## src/rtl/ctrl_pkg.sv

```systemverilog
// Shared definitions for the multi-cycle controller: state encodings,
// opcode values, datapath mux/ALU select codes and the opcode class vector.
// The TRAP state only exists when ILLEGAL_TRAP_EN is defined.
package ctrl_pkg;

  localparam int STATE_BITS = 4;

  typedef enum logic [STATE_BITS-1:0] {
    S_FETCH    = 4'd0,
    S_DECODE   = 4'd1,
    S_MEMADR   = 4'd2,
    S_MEMREAD  = 4'd3,
    S_MEMWB    = 4'd4,
    S_MEMWRITE = 4'd5,
    S_EXECR    = 4'd6,
    S_EXECI    = 4'd7,
    S_ALUWB    = 4'd8,
    S_BEQ      = 4'd9,
    S_JAL      = 4'd10
`ifdef ILLEGAL_TRAP_EN
    , S_TRAP   = 4'd11
`endif
  } state_e;

  localparam logic [6:0] OP_LW  = 7'd3;
  localparam logic [6:0] OP_SW  = 7'd35;
  localparam logic [6:0] OP_R   = 7'd51;
  localparam logic [6:0] OP_I   = 7'd19;
  localparam logic [6:0] OP_BEQ = 7'd99;
  localparam logic [6:0] OP_JAL = 7'd111;

  localparam logic [1:0] ALUOP_ADD   = 2'b00;
  localparam logic [1:0] ALUOP_SUB   = 2'b01;
  localparam logic [1:0] ALUOP_FUNCT = 2'b10;

  localparam logic [1:0] RES_ALUOUT = 2'b00;
  localparam logic [1:0] RES_MEM    = 2'b01;
  localparam logic [1:0] RES_ALU    = 2'b10;

  localparam logic [1:0] SRCA_PC    = 2'b00;
  localparam logic [1:0] SRCA_OLDPC = 2'b01;
  localparam logic [1:0] SRCA_RS1   = 2'b10;

  localparam logic [1:0] SRCB_RS2  = 2'b00;
  localparam logic [1:0] SRCB_IMM  = 2'b01;
  localparam logic [1:0] SRCB_FOUR = 2'b10;

  // One-hot instruction class; all zero means unsupported opcode.
  typedef struct packed {
    logic ld;
    logic st;
    logic rtype;
    logic itype;
    logic beq;
    logic jal;
  } op_class_t;

endpackage

```

## src/rtl/opClassDeco.sv

```systemverilog
// Opcode -> one-hot instruction class decoder used by the DECODE and
// MEMADR next-state logic.
module opClassDeco
  import ctrl_pkg::*;
(
  input  logic [6:0] op,
  output op_class_t  cls
);

  // Pure decode; unknown opcodes leave every class bit low.
  always_comb begin
    cls = '0;
    case (op)
      OP_LW:   cls.ld    = 1'b1;
      OP_SW:   cls.st    = 1'b1;
      OP_R:    cls.rtype = 1'b1;
      OP_I:    cls.itype = 1'b1;
      OP_BEQ:  cls.beq   = 1'b1;
      OP_JAL:  cls.jal   = 1'b1;
      default: cls       = '0;
    endcase
  end

endmodule

```

## src/rtl/multi_cycle_ctrl.sv

```systemverilog
// Moore control FSM for a multi-cycle RISC-V style datapath.
// ILLEGAL_TRAP_EN: when defined, unsupported opcodes park the FSM in TRAP
// (all strobes low, illegalOp high) until reset; otherwise they retire as a
// two-cycle NOP and illegalOp stays low.
module multi_cycle_ctrl
  import ctrl_pkg::*;
#(
  parameter int STATE_W = 4
) (
  input  logic               clk,
  input  logic               reset,
  input  logic [6:0]         op,
  input  logic               memReady,
  output logic               pcUpdate,
  output logic               branch,
  output logic               adrSrc,
  output logic               irWrite,
  output logic               memWrite,
  output logic               regWrite,
  output logic [1:0]         resultSrc,
  output logic [1:0]         aluSrcA,
  output logic [1:0]         aluSrcB,
  output logic [1:0]         aluOp,
  output logic [STATE_W-1:0] state,
  output logic               illegalOp
);

  state_e    state_q, state_d;
  op_class_t cls;

  opClassDeco u_deco (
    .op  (op),
    .cls (cls)
  );

  // State register; async reset aborts any instruction in flight.
  always_ff @(posedge clk or posedge reset) begin
    if (reset) state_q <= S_FETCH;
    else       state_q <= state_d;
  end

  // Next-state: memory states stall on memReady, DECODE dispatches on class.
  always_comb begin
    state_d = state_q;
    case (state_q)
      S_FETCH:    if (memReady) state_d = S_DECODE;
      S_DECODE: begin
        if (cls.ld || cls.st) state_d = S_MEMADR;
        else if (cls.rtype)   state_d = S_EXECR;
        else if (cls.itype)   state_d = S_EXECI;
        else if (cls.beq)     state_d = S_BEQ;
        else if (cls.jal)     state_d = S_JAL;
`ifdef ILLEGAL_TRAP_EN
        else                  state_d = S_TRAP;
`else
        else                  state_d = S_FETCH;
`endif
      end
      S_MEMADR: begin
        if (cls.ld)      state_d = S_MEMREAD;
        else if (cls.st) state_d = S_MEMWRITE;
        else             state_d = S_FETCH;
      end
      S_MEMREAD:  if (memReady) state_d = S_MEMWB;
      S_MEMWRITE: if (memReady) state_d = S_FETCH;
      S_MEMWB, S_ALUWB, S_BEQ: state_d = S_FETCH;
      S_EXECR, S_EXECI, S_JAL: state_d = S_ALUWB;
`ifdef ILLEGAL_TRAP_EN
      S_TRAP:     state_d = S_TRAP;
`endif
      default:    state_d = S_FETCH;
    endcase
  end

  // Moore outputs; the FETCH write enables also follow memReady and are
  // forced low during reset so a stalled or reset fetch never bumps the PC.
  always_comb begin
    pcUpdate  = 1'b0;
    branch    = 1'b0;
    adrSrc    = 1'b0;
    irWrite   = 1'b0;
    memWrite  = 1'b0;
    regWrite  = 1'b0;
    resultSrc = RES_ALUOUT;
    aluSrcA   = SRCA_PC;
    aluSrcB   = SRCB_RS2;
    aluOp     = ALUOP_ADD;
    illegalOp = 1'b0;
    case (state_q)
      S_FETCH: begin
        aluSrcB   = SRCB_FOUR;
        resultSrc = RES_ALU;
        irWrite   = memReady & ~reset;
        pcUpdate  = memReady & ~reset;
      end
      S_DECODE: begin
        aluSrcA = SRCA_OLDPC;
        aluSrcB = SRCB_IMM;
      end
      S_MEMADR: begin
        aluSrcA = SRCA_RS1;
        aluSrcB = SRCB_IMM;
      end
      S_MEMREAD:  adrSrc = 1'b1;
      S_MEMWB: begin
        resultSrc = RES_MEM;
        regWrite  = 1'b1;
      end
      S_MEMWRITE: begin
        adrSrc   = 1'b1;
        memWrite = 1'b1;
      end
      S_EXECR: begin
        aluSrcA = SRCA_RS1;
        aluOp   = ALUOP_FUNCT;
      end
      S_EXECI: begin
        aluSrcA = SRCA_RS1;
        aluSrcB = SRCB_IMM;
        aluOp   = ALUOP_FUNCT;
      end
      S_ALUWB:    regWrite = 1'b1;
      S_BEQ: begin
        aluSrcA = SRCA_RS1;
        aluOp   = ALUOP_SUB;
        branch  = 1'b1;
      end
      S_JAL: begin
        aluSrcA  = SRCA_OLDPC;
        aluSrcB  = SRCB_FOUR;
        pcUpdate = 1'b1;
      end
`ifdef ILLEGAL_TRAP_EN
      S_TRAP:     illegalOp = 1'b1;
`endif
      default: ;
    endcase
  end

  assign state = STATE_W'(state_q);

endmodule

```

## config.mk

```make
export PLATFORM = sky130hd
export DESIGN_NAME = multi_cycle_ctrl
export DESIGN_NICKNAME = d
export VERILOG_FILES = /design/src/rtl/ctrl_pkg.sv /design/src/rtl/opClassDeco.sv /design/src/rtl/multi_cycle_ctrl.sv
export SDC_FILE = /design/constraint.sdc
export NUM_CORES = 1
export LEC_CHECK = 0
export ABC_AREA = 0
export CAP_MARGIN = 15
export CORE_UTILIZATION = 35
export CTS_CLUSTER_SIZE = 30
export DETAILED_ROUTE_END_ITERATION = 8
export GPL_TIMING_DRIVEN = 0
export MAX_ROUTING_LAYER = met4
export PLACE_DENSITY = 0.74
export SLEW_MARGIN = 20
export SYNTH_ARGS = -nofsm -noshare
export SYNTH_HDL_FRONTEND = slang
export SYNTH_SLANG_ARGS = --single-unit
```

## constraint.sdc

```tcl
create_clock -name clk -period 1.67 [get_ports clk]
set_input_delay 0.334 -clock clk [delete_from_list [all_inputs] [get_ports clk]]
set_output_delay 0.334 -clock clk [all_outputs]
set_load 0.01 [all_outputs]
```

# Yosys cells after proc, flatten, opt, wreduce, memory -nomap -nowiden
# Index checks and enable logic that the tools add are counted.
totals:
  ff_bits: 4
  inputBits: 10
  wordCells: 60
  output_inout_bits: 19
classes:
  mux: 27
  reduce_logical: 11
  eq_ne: 19
  bitwise_logic: 2
ops:
  columns: ["cell", "n"]
  rows:
  - ["$mux 4", 8]
  - ["$pmux 4 s6", 1]
  - ["$eq 4x3->1 const B", 4]
  - ["$pmux 2 s2", 4]
  - ["$eq 7x6->1 const B", 2]
  - ["$eq 7x7->1 const B", 2]
  - ["$eq 4x4->1 const B", 3]
  - ["$mux 1", 11]
  - ["$reduce_or 2->1", 5]
  - ["$eq 4x2->1 const B", 2]
  - ["$eq 7x2->1 const B", 1]
  - ["$eq 7x5->1 const B", 1]
  - ["$mux 3", 2]
  - ["$ne 2x2->1 const B", 3]
  - ["$reduce_or 3->1", 2]
  - ["$eq 4x1->1 const B", 1]
  - ["$logic_not 4->1", 1]
  - ["$reduce_or 4->1", 1]
  - ["$reduce_and 3->1", 1]
  - ["$pmux 1 s2", 1]
  - ["$and 1x1->1", 1]
  - ["$logic_or 1x1->1", 1]
  - ["$not 1->1", 1]

# Longest topological paths before layout
depth:
  word_depth: 8
  depth_mapped: 5
  depth_no_buf: 4

# Hierarchy
# A second synthesis with hierarchy kept.
hier_totals:
  cells_unflattened: 80
  hier_area_um2: 570.5
modules_own_cells:
  columns: ["mod", "seq_area_each_um2", "n_inst", "area_per_inst_um2", "cells_per_inst"]
  rows:
  - ["multi_cycle_ctrl", 100.1, 1, 474.2, 69]
  - ["opClassDeco", 0.0, 1, 96.3, 11]

# Worst setup path before layout
# OpenSTA, ideal clock, no wires.
synth_path:
  path_kind: "flip-flop to output port"
  startpoint: "register state_q[2], in the netlist state[2]"
  endpoint: "output port aluSrcA[1]"
  path_buffers: 1
  stages_incl_launch_ff: 5
  t_arrival_ns: 1.485
  path_slack_ns: -0.149
  t_required_ns: 1.336
  path_cell_list: "dfrtp_1 -> buf_1 -> nand2b_1 -> nor3b_1 -> o21bai_1"
synth_between:
  elab_chain_cells: 3
  word_cells_on_any_way: 9
  classes_between: "eq/ne (6); mux (1); reduce/logical (2)"
synth_rtl:
  columns: ["element", "line", "source"]
  rows:
  - ["start, declared", "multi_cycle_ctrl.sv:28", "state_e state_q, state_d;"]
  - ["start signal, assigned", "multi_cycle_ctrl.sv:39", "else state_q <= state_d;"]
  - ["$eq 4x2->1 (tied with other cells)", "multi_cycle_ctrl.sv:89", "case (state_q)"]
  - ["$reduce_or 4->1 (no line) or $reduce_or 2->1 (tied branches)", null, null]
  - ["$pmux 2 s2 *", "multi_cycle_ctrl.sv:89", null]
  - ["end, declared", "multi_cycle_ctrl.sv:21", "output logic [1:0] aluSrcA,"]
# Every way passes the cells marked *; elsewhere a longest branch is shown, timed or not.

# Final worst setup path
layout_path:
  startpoint: "register state_q[2], in the netlist state[2]"
  endpoint: "output port regWrite"
layout_between:
  elab_chain_cells: 3
  word_cells_on_any_way: 4
  classes_between: "eq/ne (2); mux (1); reduce/logical (1)"
layout_rtl:
  columns: ["element", "line", "source"]
  rows:
  - ["$eq 4x3->1 or $eq 4x4->1 (tied branches)", "multi_cycle_ctrl.sv:89", null]
  - ["$reduce_or 2->1 (no line) *", null, null]
  - ["$mux 1 *", "multi_cycle_ctrl.sv:89", null]
  - ["end, declared", "multi_cycle_ctrl.sv:19", "output logic regWrite,"]
# Marks and branches as above.

==> results.cfg <==
[global_route]
use_met2 = 0.496
grtUsageMet3 = 0.0326
track_usage = 0.280
global_route.overflow_total = 0
grt_use_met1 = 0.308
grt_max_degree = 11
grt_antenna_before_repair = 0
top_usage_layer = met2
first_global_vias = 661
grt_pass1_wl_um = 2880

[timing]
tns_ns = -1.14
setup_violations = 14
finalCritPeriodShare = 1.12
skew_ns = 0.0113
rsz0062_at_grt = true
drv_slew = 0
setup_ws_ns = -0.206
hold_ws_ns = 0.305
fmax_mhz = 533
period_needed_ns = 1.88
hold_viol = 0

[clocking]
cts_tree = built
clock_latency_ns = 0.26
cts.path.max_buffers = 2
cts_buffers = 3
root_buffer = clkbuf_4
hold_buffers = 0
cts_sinks = 4
cts.clk_slew.worst_paths_ns = 0.05
htreeDepth = 1

[layout]
postLayoutCoreUtil = 0.852
final_common_cell = buf_4
fillerInstances = 85
post_route_cells_drive_above_1_share = 0.569
layout.nets = 142
stdcell_count = 145
final_cell_mix = 21 x buf_4, 10 x buf_2, 8 x buf_6, 5 x nor2_1, 5 x dlygate4sd2_1
largest_register_ff_count = 4
diodes = 0
syn2layout_area_growth_pct = 117

[worst_setup_path]
crit_path_max_incr_delay_ns = 0.41
r2r_slack_ns = -0.10
critPathKind = flop to primary output
critical_path_required_ns = 1.34
path_max_fanout = 9
cp_slowest_cell = dfrtp_1
start_kind = flop
crit_chain = buf_6 -> buf_4 -> buf_8 -> xnor2_1 -> nor3_1 -> buf_2
crit_path_end_kind = primary output
worstPathArrival_ns = 1.54

[floorplan]
start_util = 0.392
die_y_um = 40.9
rows = 13
io_pins = 29
placeableCoreArea_sq_um = 1350
fp.dieW_um = 40.9
design.die.area_sq_um = 1670

[pwr]
vdd_drop_max_v = 0.000342
p_total_w = 0.000493
p_leak_nw = 0.546
powerDensity_nw_per_um2 = 428

[placement]
io_buffers = 26
place_congestion = 0.826
dp_hpwl_um = 1100
placedCellCount = 118

[yosys]
postSynthCellCount = 77
syn_nets = 87
synthSimpleGateAreaFrac = 0.433
synth-seq-cells = 4
ys_warn_count = 0
synth_compound_area_frac = 0.196
synthFlopType = dfrtp_1
synthDistinctLibCells = 34
synth-adder-area-share = 0
async_reset_ff_frac = 1.00
synth_xor_area_frac = 0.0496
synth_edf_count = 0
syn_avg_cell_area_sq_um = 6.87
synth_area_sq_um = 529
synth_top_family_by_area = simple AND/OR/NAND/NOR gates
muxShareOfSynthArea = 0.0402
yosysSeqAreaShare = 0.189

[job]
maxCapViolations = 0

[drt]
wl_per_cell_um = 18.1
vias = 853
wirelength_um = 2630
final_antenna_net_count = 0
dr.pass1.iters = 5
vias_per_cell = 5.88
first_iter_violations = 50
drc = 0

[min_path]
hold_path.class = input port to asynchronous set/reset pin

[status]
status = complete, but fails checks
violations = negative setup slack
## layout make-up
class | count | area, sq um | area share
sequential | 4 | 103 | 0.0892
inverter | 3 | 11.3 | 0.00979
tap | 15 | 18.8 | 0.0163
multi-input combinational | 63 | 502 | 0.436
timing repair buffer | 50 | 409 | 0.356
buffer | 7 | 83.8 | 0.0729
clock buffer | 3 | 22.5 | 0.0196
## routing by layer
metal  share of wire  vias up
met2            0.50       56
met3           0.086       14
met4           0.038        0
li1                -      375
met5               0        -
met1            0.37      408
## synth_stat cells, types with 2 or more instances
library cell	n	area, sq um
inv_1	3	11.3
xnor2_1	3	26.3
or4_4	2	22.5
nand2b_1	5	31.3
clkbuf_1	3	11.3
nor3_1	5	25.0
dfrtp_1	4	100
a21oi_1	5	25.0
nor2_1	10	37.5
buf_1	2	7.51
nor2b_1	3	18.8
and3_1	2	12.5
nand2_1	5	18.8
buf_4	2	15.0
nand3_1	4	20.0
## where the power goes
group | leakage (nW) | total, W | switching [W] | internal, W
Combinational | 0.481 | 0.000247 | 0.000118 | 0.000130
Clock | 0.0138 | 0.000136 | 0.0000546 | 0.0000814
Sequential | 0.0514 | 0.000110 | 0.00000791 | 0.000102
## worst max-delay path: cells and delay by family, from the launching register on
family        cells  cell delay, ns
buf+inv           4            0.56
xor+xnor          1            0.12
flops             1            0.41
simple gates      1            0.19
## through the flow
step	instance area, sq um	setup slack (ns)
2_1_floorplan	534	0.00333
3_3_place_gp	813	-0.534
3_5_place_dp	813	-0.527
4_1_cts	1010	-0.122
5_1_grt	1150	-0.228
6_report	1150	-0.206
## kinds of logic (layout without fill, tap and decap cells)
group / after synthesis / in the layout
other: 1 / 1
and+or+nand+nor: 42 / 42
buffers and inverters: 10 / 63
muxes: 2 / 2
xor gates and xnor gates: 3 / 3
DFF: 4 / 4
AOI/OAI and AO/OA: 15 / 15
## path summary, 6_finish.rpt
kind / startpoint / end / cells after the start
max in group asynchronous: reset / state[1] / 2
min in group clk: op[2] / state[0] / 4
hold / removal: reset / state[0] / 2
setup / recovery: state[2] / regWrite / 6
setup reg to reg: state[2] / state[2] / 7
hold reg to reg: state[1] / state[3] / 2
## what timing repair did
item	4_1_cts	5_1_grt
pin swaps	8	7
resized for setup	91	27
setup buffers	18	6
endpoints found under the setup margin	16	15
No activity file was read; power rests on OpenSTA's default activity.
